`src/rtl/lcd_pkg.sv`:
```
// Shared timing defaults, dot-phase encodings and sizing helper for the LCD timing path.
package lcd_pkg;

  localparam int unsigned CLK_DIV_DEF  = 4;
  localparam int unsigned H_ACTIVE_DEF = 320;
  localparam int unsigned H_FP_DEF     = 20;
  localparam int unsigned H_SYNC_DEF   = 30;
  localparam int unsigned H_BP_DEF     = 38;
  localparam int unsigned V_ACTIVE_DEF = 240;
  localparam int unsigned V_FP_DEF     = 4;
  localparam int unsigned V_SYNC_DEF   = 1;
  localparam int unsigned V_BP_DEF     = 18;

  localparam logic [1:0] PHASE_R = 2'd0;
  localparam logic [1:0] PHASE_G = 2'd1;
  localparam logic [1:0] PHASE_B = 2'd2;

  // Bits needed to hold 0..n-1, never less than one.
  function automatic int unsigned clog2(input int unsigned n);
    int unsigned r;
    r = 1;
    while ((64'd1 << r) < 64'(n)) r++;
    return r;
  endfunction

endpackage

```
`src/rtl/lcd_axis_cnt.sv`:
```
// One timing axis: steps through active, front porch, sync and back porch, and flags
// the active and sync windows on registered outputs.
module lcd_axis_cnt
  import lcd_pkg::*;
#(
  parameter int unsigned ACTIVE = 6,
  parameter int unsigned FP     = 1,
  parameter int unsigned SYNC   = 2,
  parameter int unsigned BP     = 1
) (
  input  logic clk,
  input  logic rst,
  input  logic clr,
  input  logic tick,
  input  logic upd,
  output logic active,
  output logic sync_n,
  output logic wrap
);

  localparam int unsigned TOTAL = ACTIVE + FP + SYNC + BP;
  localparam int unsigned CW    = clog2(TOTAL);

  logic [CW-1:0] cnt_q, cnt_d;
  logic [31:0]   nxt;

  assign wrap  = tick && (32'(cnt_q) == TOTAL - 1);
  assign cnt_d = wrap ? '0 : (tick ? cnt_q + 1'b1 : cnt_q);
  assign nxt   = 32'(cnt_d);

  // Flags refresh on upd (every dot) so the vertical flags are valid from the first dot
  // after reset, even though that axis only counts on line wraps.
  always_ff @(posedge clk or posedge rst) begin
    if (rst) begin
      cnt_q  <= '0;
      active <= 1'b0;
      sync_n <= 1'b1;
    end else if (clr) begin
      cnt_q  <= '0;
      active <= 1'b0;
      sync_n <= 1'b1;
    end else begin
      cnt_q <= cnt_d;
      if (upd) begin
        active <= (nxt < ACTIVE);
        sync_n <= !((nxt >= ACTIVE + FP) && (nxt < ACTIVE + FP + SYNC));
      end
    end
  end

endmodule

```
`src/rtl/lcd_sync_gen.sv`:
```
// Serial-RGB LCD timing generator: dot clock divider, h/v sync, active flags, dot phase
// and linear frame-buffer read address.
module lcd_sync_gen
  import lcd_pkg::*;
#(
  parameter int unsigned CLK_DIV  = CLK_DIV_DEF,
  parameter int unsigned H_ACTIVE = H_ACTIVE_DEF,
  parameter int unsigned H_FP     = H_FP_DEF,
  parameter int unsigned H_SYNC   = H_SYNC_DEF,
  parameter int unsigned H_BP     = H_BP_DEF,
  parameter int unsigned V_ACTIVE = V_ACTIVE_DEF,
  parameter int unsigned V_FP     = V_FP_DEF,
  parameter int unsigned V_SYNC   = V_SYNC_DEF,
  parameter int unsigned V_BP     = V_BP_DEF,
  parameter int unsigned ADDR_W   = 17
) (
  input  logic              sys_clk,
  input  logic              sys_rst,
  input  logic              enable,
  output logic              CLKIN,
  output logic              lcd_hsync,
  output logic              lcd_vsync,
  output logic              H_DONE,
  output logic              V_DONE,
  output logic [1:0]        dot_phase,
  output logic [ADDR_W-1:0] ram_addr,
  output logic              line_start,
  output logic              frame_start
);

  localparam int unsigned H_DOTS = 3 * H_ACTIVE;
  localparam int unsigned DW     = clog2(CLK_DIV);

  logic [DW-1:0] div_cnt_q;
  logic [1:0]    ph_q;
  logic          dot_tick, h_wrap, v_wrap, clr;

  assign clr      = !enable;
  assign dot_tick = (32'(div_cnt_q) == CLK_DIV - 1);

  lcd_axis_cnt #(
    .ACTIVE(H_DOTS),
    .FP    (H_FP),
    .SYNC  (H_SYNC),
    .BP    (H_BP)
  ) u_h_axis (
    .clk   (sys_clk),
    .rst   (sys_rst),
    .clr   (clr),
    .tick  (dot_tick),
    .upd   (dot_tick),
    .active(H_DONE),
    .sync_n(lcd_hsync),
    .wrap  (h_wrap)
  );

  lcd_axis_cnt #(
    .ACTIVE(V_ACTIVE),
    .FP    (V_FP),
    .SYNC  (V_SYNC),
    .BP    (V_BP)
  ) u_v_axis (
    .clk   (sys_clk),
    .rst   (sys_rst),
    .clr   (clr),
    .tick  (h_wrap),
    .upd   (dot_tick),
    .active(V_DONE),
    .sync_n(lcd_vsync),
    .wrap  (v_wrap)
  );

  // ph_q follows hcnt mod 3 and updates on the same edge as H_DONE, so masking it with
  // H_DONE keeps dot_phase a pure function of flops.
  assign dot_phase = H_DONE ? ph_q : PHASE_R;

  always_ff @(posedge sys_clk or posedge sys_rst) begin
    if (sys_rst) begin
      div_cnt_q   <= '0;
      ph_q        <= PHASE_R;
      CLKIN       <= 1'b0;
      ram_addr    <= '0;
      line_start  <= 1'b0;
      frame_start <= 1'b0;
    end else if (clr) begin
      div_cnt_q   <= '0;
      ph_q        <= PHASE_R;
      CLKIN       <= 1'b0;
      ram_addr    <= '0;
      line_start  <= 1'b0;
      frame_start <= 1'b0;
    end else begin
      div_cnt_q   <= dot_tick ? '0 : div_cnt_q + 1'b1;
      CLKIN       <= (32'(div_cnt_q) >= CLK_DIV / 2);
      line_start  <= h_wrap;
      frame_start <= v_wrap;
      if (dot_tick) begin
        if (h_wrap) begin
          ph_q <= PHASE_R;
        end else begin
          case (ph_q)
            PHASE_R: ph_q <= PHASE_G;
            PHASE_G: ph_q <= PHASE_B;
            default: ph_q <= PHASE_R;
          endcase
        end
        if (v_wrap) begin
          ram_addr <= '0;
        end else if (dot_phase == PHASE_B && H_DONE && V_DONE) begin
          ram_addr <= ram_addr + 1'b1;
        end
      end
    end
  end

endmodule

```
`config.mk`:
```
export PLATFORM = sky130hd
export DESIGN_NAME = lcd_sync_gen
export DESIGN_NICKNAME = d
export VERILOG_FILES = /design/src/rtl/lcd_pkg.sv /design/src/rtl/lcd_axis_cnt.sv /design/src/rtl/lcd_sync_gen.sv
export SDC_FILE = /design/constraint.sdc
export NUM_CORES = 1
export LEC_CHECK = 0
export BUFFER_PORTS_ARGS = -buffer_cell sky130_fd_sc_hd__buf_4
export CORE_AREA = 8 8 76 78
export CTS_BUF_LIST = sky130_fd_sc_hd__clkbuf_8
export CTS_CLUSTER_DIAMETER = 200
export DETAILED_ROUTE_END_ITERATION = 6
export DIE_AREA = 0 0 84 86
export PLACE_DENSITY_LB_ADDON = 0.2
export RECOVER_POWER = 25
export SKIP_CTS_REPAIR_TIMING = 1
export SLEW_MARGIN = 10
export SYNTH_ARGS = -nofsm -noshare
export SYNTH_HDL_FRONTEND = slang
export SYNTH_SLANG_ARGS = --single-unit
```
`constraint.sdc`:
```
create_clock -name sys_clk -period 4.8 [get_ports sys_clk]
set_clock_uncertainty 0.2 [all_clocks]
set_input_delay 0.24 -clock sys_clk [delete_from_list [all_inputs] [get_ports sys_clk]]
set_output_delay 0.24 -clock sys_clk [all_outputs]
set_load 0.005 [all_outputs]
```
==> impl_summary.txt <==
----------------------------------------------------
[Status]
  Run status ... finished, violations left
  Violated checks ... capacitance limit, slew limit

[Synthesis]
  Post-synthesis cell area ... 2640 sq um
  Number of flip-flops and latches in the synthesized netlist ... 48
  Average cell area after synthesis ... 9.38 sq um
  Ys async rst share ... 100%
  Post-synthesis cell type count ... 46
  Most instantiated flip-flop cell in the synthesis netlist ... sky130_fd_sc_hd__dfrtp_1
  Syn_nets ... 290
  Count of warnings emitted by yosys ... 0
  Share of synthesized area occupied by flip-flops and latches ... 45.7%
  Number of synthesized flops with an enable pin ... 0
  Number of cells produced by synthesis ... 281

[Floorplan]
  Starting density of the core ... 57.3%
  Horizontal die dimension ... 84 um
  Die height ... 86 um
  Top Ports ... 29
  Core region area ... 4600 sq um
  Die area ... 7220 sq um
  Count of standard-cell rows ... 25

[Worst setup path]
  Setup crit start ... div_cnt_q[0]$_DFF_PP0_
  Type of the worst setup path ... flop to flop
  Arrival time at the worst endpoint ... 3.21 ns
  Category of the worst setup path capture point ... flop
  Largest fanout on the critical path ... 17
  Critical path required time ... 4.83 ns
  Critical path startpoint category ... flop
  Launch instance of the worst register-to-register path ... div_cnt_q[0]$_DFF_PP0_

[Route]
  DRT iter0 DRCs ... 114
  Wire length per cell ... 14.6 um
  Via count ... 2,057
  Remaining number of nets flagged by the antenna check after routing ... 0
  Number of iterations in the first detailed-routing pass ... 4
  Via/cell ratio ... 5.71
  Overall routed net length ... 5270 um
  Count of unresolved DRC violations after routing ... 0

[STA]
  Clock period minus final worst setup slack ... 3.18 ns
  Max Clock Freq ... 0.315 GHz
  Pins over their slew limit ... 49
  Number of failing hold endpoints at the final stage ... 0
  Setup total negative slack ... 0 ns
  Max_slew headroom ... -17.9%
  Setup-violating endpoint count in the final report ... 0
  Setup slack of the critical path after layout ... 1.62 ns
  Final worst path period share ... 66.2%
  Slew at the pin with the worst max-slew slack ... 1.77 ns
  Setup repair after global routing missed its margin ... no

[GRT]
  Pin count of the biggest net entering global routing ... 49
  GR Util All Layers ... 14.8%
  Remaining Overflow, GRT ... 0
  Number of global-route vias before repair ... 1,882
  First-pass GRT wire length ... 8800 um
  Number of antenna violations at the first check in global routing ... 0

[Clock tree]
  Maximum clock path buffer count ... 2
  CTS buffer count ... 5
  Cell chosen for the clock root ... sky130_fd_sc_hd__clkbuf_8
  CTS tree ... done
  Max H-tree Level ... 2
  Clock transition time at the flip-flop clock pins of the worst setup and hold paths ... 0.09 ns
  Number of sinks handled by clock tree synthesis ... 48
  Latest clock arrival within the worst-skew pair ... 0.30 ns

[Cells and area]
  Nets ... 314
  Relative area change from synthesis to final layout ... 14.1%
  Fraction of layout instances using a drive strength above 1 ... 14.4%
  Number of diodes added for antenna fixing ... 0

[Hold path]
  Min-delay worst type ... primary input to flop
  Hold_sp ... enable

[Placed design]
  GPL Wtd Cong ... 0.887
  Final HPWL from detailed placement ... 3800 um
  PortBufs ... 28
  Worst slack at placement ... 1.66 ns

[Power and ir drop]
  Maximum resistive drop on vdd ... 0.000137 V
  Static leakage power ... 1.36 nW
  Power density over cell area ... 266 nW/um^2

[Flow run]
  Max-capacitance violation count ... 1

----------------------------------------------------
[layout make-up]
class	instances	area [sq um]
clock buffers	5	68.8
inverters	5	18.8
clock inverters	3	68.8
well taps	54	67.6
fillers	377	1590
multi-input cells	216	1360
repair buffers	29	218
flip-flops and latches	48	1200
[cells in the final DEF, fill, tap and decap left out, types with 2 or more instances in the layout]
cell type and n:
sky130_fd_sc_hd__or3_1 3, sky130_fd_sc_hd__a21oi_1 6, sky130_fd_sc_hd__xnor2_1 8, sky130_fd_sc_hd__nand2_1 20, sky130_fd_sc_hd__nand4b_1 3, sky130_fd_sc_hd__mux2i_1 2
sky130_fd_sc_hd__nor2b_1 13, sky130_fd_sc_hd__xor2_1 24, sky130_fd_sc_hd__inv_1 5, sky130_fd_sc_hd__nand2b_1 4, sky130_fd_sc_hd__clkbuf_8 5, sky130_fd_sc_hd__buf_4 28
sky130_fd_sc_hd__bufinv_16 2, sky130_fd_sc_hd__dfrtp_1 46, sky130_fd_sc_hd__a22o_1 2, sky130_fd_sc_hd__o211ai_1 4, sky130_fd_sc_hd__a31oi_1 2, sky130_fd_sc_hd__nand4_1 8
sky130_fd_sc_hd__and3_1 5, sky130_fd_sc_hd__nor2_1 42, sky130_fd_sc_hd__and4_1 3, sky130_fd_sc_hd__and2_1 10, sky130_fd_sc_hd__o21ai_0 6, sky130_fd_sc_hd__nand3_1 14
sky130_fd_sc_hd__o21a_1 2, sky130_fd_sc_hd__nor3_1 10, sky130_fd_sc_hd__ha_1 6, sky130_fd_sc_hd__dfstp_2 2
[through the flow]
stage / cell area (sq um) / util (%) / std cells / hold WS, ns / total power (W)
6_report: 3010 / 65.4 / 360 / 0.0540 / 0.000799
5_1_grt: 3010 / 65.4 / 360 / 0.0581 / 0.000825
4_1_cts: 3010 / 65.4 / 360 / 0.00415 / 0.000810
3_5_place_dp: 2870 / 62.4 / 352 / 0.267 / 0.000459
3_3_place_gp: 2870 / 62.4 / 352 / 0.242 / 0.000457
2_1_floorplan: 2640 / - / 281 / 0.232 / 0.000445
[state kept, by name, summed over array words and instances (netlist names)]
register	cells
u_v_axis.active	1
ph_q	2
u_h_axis.sync_n	1
u_h_axis.active	1
line_start	1
frame_start	1
CLKIN	1
div_cnt_q	2
u_h_axis.cnt_q	11
ram_addr	17
u_v_axis.sync_n	1
u_v_axis.cnt_q	9
[cells by family after synthesis]
family	synth area share (%)
XOR/XNOR	10.6
multiplexers	0.760
flip-flops	45.7
adder cells (fa/ha/maj)	2.85
AND/OR/NAND/NOR	28.6
AO/OA/AOI/OAI	8.74
buffers and inverters	2.71
[worst paths after layout]
kind	endpoint	slack [ns]	depth (start not counted)
hold reg to reg	div_cnt_q[0]$_DFF_PP0_	0.28	1
setup reg to reg	u_v_axis.sync_n$_DFFE_PP1P_	1.62	7
min in group asynchronous	ram_addr[15]$_DFFE_PP0P_	0.30	2
setup / recovery	u_v_axis.sync_n$_DFFE_PP1P_	1.62	7
max in group asynchronous	u_h_axis.cnt_q[1]$_DFF_PP0_	3.08	2
hold / removal	CLKIN$_DFF_PP0_	0.05	2
[Yosys cell counts, types with 2 or more instances]
cell type                   n  area, sq um
sky130_fd_sc_hd__a21oi_1    6         30.0
sky130_fd_sc_hd__xor2_1    24          210
sky130_fd_sc_hd__o21ai_0    6         30.0
sky130_fd_sc_hd__and2_1    10         62.6
sky130_fd_sc_hd__nand4_1    8         50.1
sky130_fd_sc_hd__a22o_1     2         17.5
sky130_fd_sc_hd__clkbuf_1  11         41.3
sky130_fd_sc_hd__ha_1       6         75.1
sky130_fd_sc_hd__nand4b_1   3         26.3
sky130_fd_sc_hd__dfrtp_1   46         1150
sky130_fd_sc_hd__xnor2_1    8         70.1
sky130_fd_sc_hd__o21a_1     2         15.0
sky130_fd_sc_hd__nand2b_1   4         25.0
sky130_fd_sc_hd__mux2i_1    2         20.0
sky130_fd_sc_hd__and4_1     3         26.3
sky130_fd_sc_hd__nand2_1   20         75.1
sky130_fd_sc_hd__nor2_1    42          158
sky130_fd_sc_hd__dfstp_2    2         52.6
sky130_fd_sc_hd__or3_1      3         18.8
sky130_fd_sc_hd__inv_1      5         18.8
sky130_fd_sc_hd__nor3_1    10         50.1
sky130_fd_sc_hd__and3_1     5         31.3
sky130_fd_sc_hd__nor2b_1   13         81.3
sky130_fd_sc_hd__a31oi_1    2         12.5
sky130_fd_sc_hd__o211ai_1   4         30.0
sky130_fd_sc_hd__nand3_1   14         70.1
[layer usage]
metal / GRT usage (%) / routed length, um
met1: 17.9 / 2430
met2: 24.4 / 2470
met3: 4.45 / 308
met4: 5.18 / 64
met5: 0 / 0
[report_power, final]
| group | total [W] | leakage [nW] | switching, W | internal (W) |
|---|---|---|---|---|
| clock network | 0.000350 | 0.0687 | 0.000140 | 0.000210 |
| registers | 0.000414 | 0.660 | 0.00000473 | 0.000410 |
| logic | 0.0000349 | 0.632 | 0.0000227 | 0.0000122 |
[worst max-delay path: stages, from the launching register on]
cell and delay (ns):
sky130_fd_sc_hd__dfrtp_1 0.39, sky130_fd_sc_hd__ha_1 0.44, sky130_fd_sc_hd__nand3_1 0.21, sky130_fd_sc_hd__or3_1 0.65, sky130_fd_sc_hd__or2_1 0.34, sky130_fd_sc_hd__o21bai_1 0.16
sky130_fd_sc_hd__a211o_1 0.32, sky130_fd_sc_hd__o41a_1 0.41
Power figures use the tool's default switching activity.
